[src/rtl/instr_loader.sv]
// Sequential loader and masked fetch port for the 64 x 25-bit instruction store.
// Optional LOADER_PARITY_EN adds an even-parity input that rejects corrupted words.
module instr_loader #(
  parameter int DEPTH = 64,
  parameter int IW    = 25,
  parameter int AW    = 6
) (
  input  logic          clk,
  input  logic          reset,
  input  logic          restart,
  input  logic          in_valid,
  input  logic [IW-1:0] in_data,
  input  logic          in_last,
`ifdef LOADER_PARITY_EN
  input  logic          in_parity,
`endif
  output logic          in_ready,
  input  logic [AW-1:0] fetch_pc,
  output logic [IW-1:0] fetch_instr,
  output logic [AW:0]   word_count,
  output logic          core_run,
  output logic          load_err
);

  typedef enum logic {LOAD = 1'b0, DONE = 1'b1} state_t;

  localparam logic [AW:0] FULL = (AW + 1)'(DEPTH);

  state_t        state_q, state_d;
  logic [AW:0]   word_count_q, word_count_d;
  logic          load_err_q, load_err_d;
  logic          xfer, parity_ok, wr_en;
  logic [AW:0]   count_inc;
  logic [IW-1:0] mem [DEPTH];

`ifdef LOADER_PARITY_EN
  assign parity_ok = ~(^{in_data, in_parity});
`else
  assign parity_ok = 1'b1;
`endif

  assign in_ready   = (state_q == LOAD);
  assign core_run   = (state_q == DONE);
  assign word_count = word_count_q;
  assign load_err   = load_err_q;
  assign xfer       = in_valid && in_ready;
  assign count_inc  = word_count_q + 1'b1;

  always_comb begin
    state_d      = state_q;
    word_count_d = word_count_q;
    load_err_d   = load_err_q;
    wr_en        = 1'b0;
    if (restart) begin
      // restart beats a coincident transfer: nothing written or counted
      state_d      = LOAD;
      word_count_d = '0;
      load_err_d   = 1'b0;
    end else begin
      case (state_q)
        LOAD: begin
          if (xfer) begin
            if (parity_ok) begin
              wr_en        = 1'b1;
              word_count_d = count_inc;
              if (in_last || (count_inc == FULL)) state_d = DONE;
              if (!in_last && (count_inc == FULL)) load_err_d = 1'b1;
            end else begin
              load_err_d = 1'b1;
            end
          end
        end
        DONE: begin
          if (in_valid) load_err_d = 1'b1;
        end
        default: state_d = LOAD;
      endcase
    end
  end

  always_ff @(posedge clk or negedge reset) begin
    if (!reset) begin
      state_q      <= LOAD;
      word_count_q <= '0;
      load_err_q   <= 1'b0;
    end else begin
      state_q      <= state_d;
      word_count_q <= word_count_d;
      load_err_q   <= load_err_d;
    end
  end

  // Store has no reset; the word_count mask below keeps stale or X entries hidden.
  always_ff @(posedge clk) begin
    if (wr_en) mem[word_count_q[AW-1:0]] <= in_data;
  end

  always_comb begin
    fetch_instr = '0;
    if ({1'b0, fetch_pc} < word_count_q) fetch_instr = mem[fetch_pc];
  end

endmodule
[config.mk]
export PLATFORM = sky130hd
export DESIGN_NAME = instr_loader
export DESIGN_NICKNAME = d
export VERILOG_FILES = /design/src/rtl/instr_loader.sv
export SDC_FILE = /design/constraint.sdc
export NUM_CORES = 1
export LEC_CHECK = 0
export BUFFER_PORTS_ARGS = -buffer_cell sky130_fd_sc_hd__buf_4
export CORE_ASPECT_RATIO = 0.8
export CORE_UTILIZATION = 56
export DETAILED_ROUTE_END_ITERATION = 6
export PLACE_DENSITY = 0.75
export SKIP_CTS_REPAIR_TIMING = 1
export SLEW_MARGIN = 10
export SYNTH_ARGS = -nofsm -noshare
export SYNTH_HDL_FRONTEND = slang
export SYNTH_SLANG_ARGS = --single-unit
export TNS_END_PERCENT = 20
[constraint.sdc]
create_clock -name clk -period 2.56 [get_ports clk]
set_input_delay 0.512 -clock clk [delete_from_list [all_inputs] [get_ports clk]]
set_output_delay 0.512 -clock clk [all_outputs]
set_load 0.01 [all_outputs]
==> key figures <==
GRT
  – Met2 Track Usage GR: 0.413
  – M1 GR Usage: 0.416
  – Gr usage total: 0.276
  – Global-route wire length before repair: 217 mm
  – M3 GR Usage: 0.0558
  – GR Overflow Total: 0
  – Most crowded layer after global routing: met1
  – Initial antenna violation count: 9
  – Vias in the first global route: 31500
  – Largest net degree at the start of global routing: 65

Floorplanning
  – Site Rows: 108
  – DIE AREA: 0.111 mm^2
  – Core ar.: 0.109 mm^2
  – Die H: 298 um
  – Initial Util: 0.566
  – Die Span X: 372 um
  – IO Count: 71

Worst setup path
  – CP endpoint kind: output pin
  – Crit. Startpoint: word_count[1]
  – Slowest CP cell: o41ai_4
  – Delay-heaviest family, CP: compound AO/OA/AOI/OAI gates
  – Levels on crit path: 7
  – Critical path cell sequence: inv_2, ha_4, a211oi_4, o221ai_4, buf_12, o41ai_4, buf_4
  – R2R depth: 5
  – Reg-to-reg setup timing slack: 0.08 ns
  – Max incr delay on CP: 0.55 ns
  – CP Data Required Time: 2.05 ns
  – Worst reg2reg startpoint: core_run
  – CP Launch Type: register
  – Critical Path Sink: fetch_instr[6]
  – Critical path data arrival time: 3.09 ns
  – CP Buf/Inv Count: 3
  – Reg2reg end: mem[40][3]
  – Setup CP Type: reg2out
  – Max FO, Critical Path: 6

Pwr
  – Worst vdd ir: 0.000634 V
  – Leakage: 23.2 nW
  – Cell Pwr Density: 740 mW/mm^2

Timing
  – Final Max Slew Viols: 0
  – Max transition margin: 0.443
  – Final WS setup: -1.04 ns
  – WHS: 0.0138 ns
  – RSZ-0062 raised after global routing: yes
  – Final setup viols: 25
  – Setup TNS: -22.78 ns
  – Fmax: 278 MHz
  – Final Skew: 0.0261 ns
  – Slew @ Worst Pin: 0.836 ns
  – Final Hold Vio Count: 0
  – Post-route clock period utilization: 1.41
  – Minimum clock period: 3.60 ns

Status
  – Failing checks: DRC, setup timing
  – Outcome: complete, but fails checks

Clock network
  – CTS clk-pin slew, worst paths: 0.06 ns
  – CTS max path bufs: 3
  – Num CTS Buffers: 147
  – Skew-Pair Late Insertion Delay: 0.78 ns
  – CTS sink cnt: 1609
  – CTS H-Tree Depth: 4
  – CTS tree: yes
  – Cell at the root of the clock tree: clkbuf_16

Finish
  – Final Net Count: 3134
  – Layout cells sized above 1: 0.334
  – Final core utilization: 0.664
  – Area Overhead vs Synth: 17.3%

Yosys
  – Post-synth top area share: 0.782
  – Post-Synth XOR/XNOR Area: 0.000855
  – Async SR Flop Fraction: 0.00559
  – Post-synthesis compound-gate area fraction: 0.0270
  – Syn Nets: 2751
  – Largest family of logic cells by synthesized area: multiplexers
  – Synthesized area: 0.0615 mm^2
  – Synth Register Bits: 1609
  – Count of cell types in the netlist: 52
  – Synth Area in Simple Gates: 0.0161
  – Post-synth top area cell: edfxtp_1
  – Dominant cells by area after synthesis: edfxtp_1, mux4_2, mux2i_1
  – Post-synthesis mux area share: 0.156
  – Synth Area in Adders: 0.00122
  – Post-synth EDFFs: 1600
  – Syn. warnings: 0
  – Synth Instances: 2709
  – Syn_area_per_cell: 22.7 um^2
  – Ys flop type: edfxtp_1
  – Sequential-to-total area share from yosys stat: 0.785

Route
  – Vias: 31100
  – Wirelength per Cell: 32.7 um
  – Post-route ant nets: 0
  – Drt pass-1 iters: 7
  – Via/cell ratio: 6.71
  – Drt total wl: 152 mm
  – DRC viols: 1
  – DR iter-0 viols: 4558

Placement
  – Final GP Congestion: 0.827
  – IO buf count: 70
  – DP Wirelength: 89.3 mm

Run
  – Max-Cap Viols: 0

Worst hold path
  – Worst Hold Class: in2reg
==> how the worst min path moves through the flow <==
| stage | from | end | slack (ns) | depth (start not counted) |
|---|---|---|---|---|
| global placement | reset | core_run | 0.35 | 1 |
| finish | restart | word_count[3] | 0.01 | 2 |
| floorplan | reset | core_run | 0.22 | 0 |
| detailed placement | reset | core_run | 0.35 | 1 |
| CTS | reset | word_count[1] | -0.48 | 1 |
| global route | restart | word_count[4] | 0.01 | 2 |
==> metrics by stage <==
stage          instances  setup WS [ns]  area [um^2]  power [mW]
3_5_place_dp        4362         -0.724        67100        32.3
6_report            4639          -1.04        72100        53.4
3_3_place_gp        4362         -0.689        67100        32.3
4_1_cts             4626          -1.19        71700        53.5
2_1_floorplan       2709         -0.257        61700        31.0
5_1_grt             4637          -1.04        72100        54.6
==> cells by family (layout without fill, tap and decap cells) <==
group           Yosys count  after routing
fa+ha+maj                 6              6
mux                     499            499
compound gates          228            228
simple gates            208            208
flops                  1609           1609
buf+inv                 153            651
xor+xnor                  6              6
other cells               0              2
==> final cells by class <==
cell class	count	area (um^2)
Timing Repair Buffer	380	4440
Fill cell	6547	36500
Inverter	7	26.3
Clock inverter	84	766
Sequential cell	1609	48300
Antenna cell	2	5.00
Multi-Input combinational cell	947	13000
Clock buffer	180	3870
Tap cell	1430	1790
==> per-layer routing <==
metal	vias up	wire, um
li1	12400	-
met1	16200	58100
met2	2206	70900
met3	291	18500
met4	14	4000
met5	-	86
==> synth_stat cells, drive strengths merged, types with 9 or more instances <==
cell / count
nor3: 11
a22oi: 35
a211oi: 18
a21oi: 13
buf: 107
mux2i: 127
nand3: 30
mux4: 365
dfrtp: 9
edfxtp: 1600
nor2: 79
o22ai: 81
nand2: 56
o22a: 17
o21ai: 9
o41ai: 16
o221ai: 18
clkbuf: 39
==> state kept, by name, indices dropped and copies added (netlist names) <==
signal,cells
load_err,1
mem,1600
core_run,1
word_count,7
==> report_power, final <==
part           internal (mW)  total (mW)  switching (mW)
sequential              29.0        29.0          0.0150
clock                   12.0        21.5            9.49
combinational           1.22        2.90            1.68
==> worst reg2reg max path, cell delays in order (launching register included) <==
cell and delay [ns]:
dfrtp_1 0.41, nand2b_1 0.24, nor3_1 0.43, nand2_1 0.49, nor2_2 0.28, buf_12 0.27
==> cells in the final DEF, fill, tap and decap left out, types with 4 or more instances in the layout <==
cell type	netlist	routed
clkinv_1	0	31
mux2_2	7	7
inv_1	7	4
nand2_1	55	54
a221oi_1	7	7
o22ai_1	81	81
dfrtp_1	9	9
o41ai_4	0	16
buf_12	0	122
nor3_1	11	7
clkbuf_16	0	151
buf_6	11	8
mux2i_1	127	127
o21ai_0	8	8
nand3_1	30	28
inv_6	0	7
a211oi_1	17	16
edfxtp_1	1600	1600
a21oi_1	13	12
xnor2_1	6	6
nor3_2	0	4
a22oi_1	35	35
o221ai_1	17	17
mux4_2	365	365
nor2_1	78	13
a32o_2	0	4
nor2_2	1	66
bufinv_16	0	12
clkbuf_1	39	30
buf_4	36	246
o22a_1	17	17
clkinv_2	0	27
No activity file was read; power rests on OpenSTA's default activity.
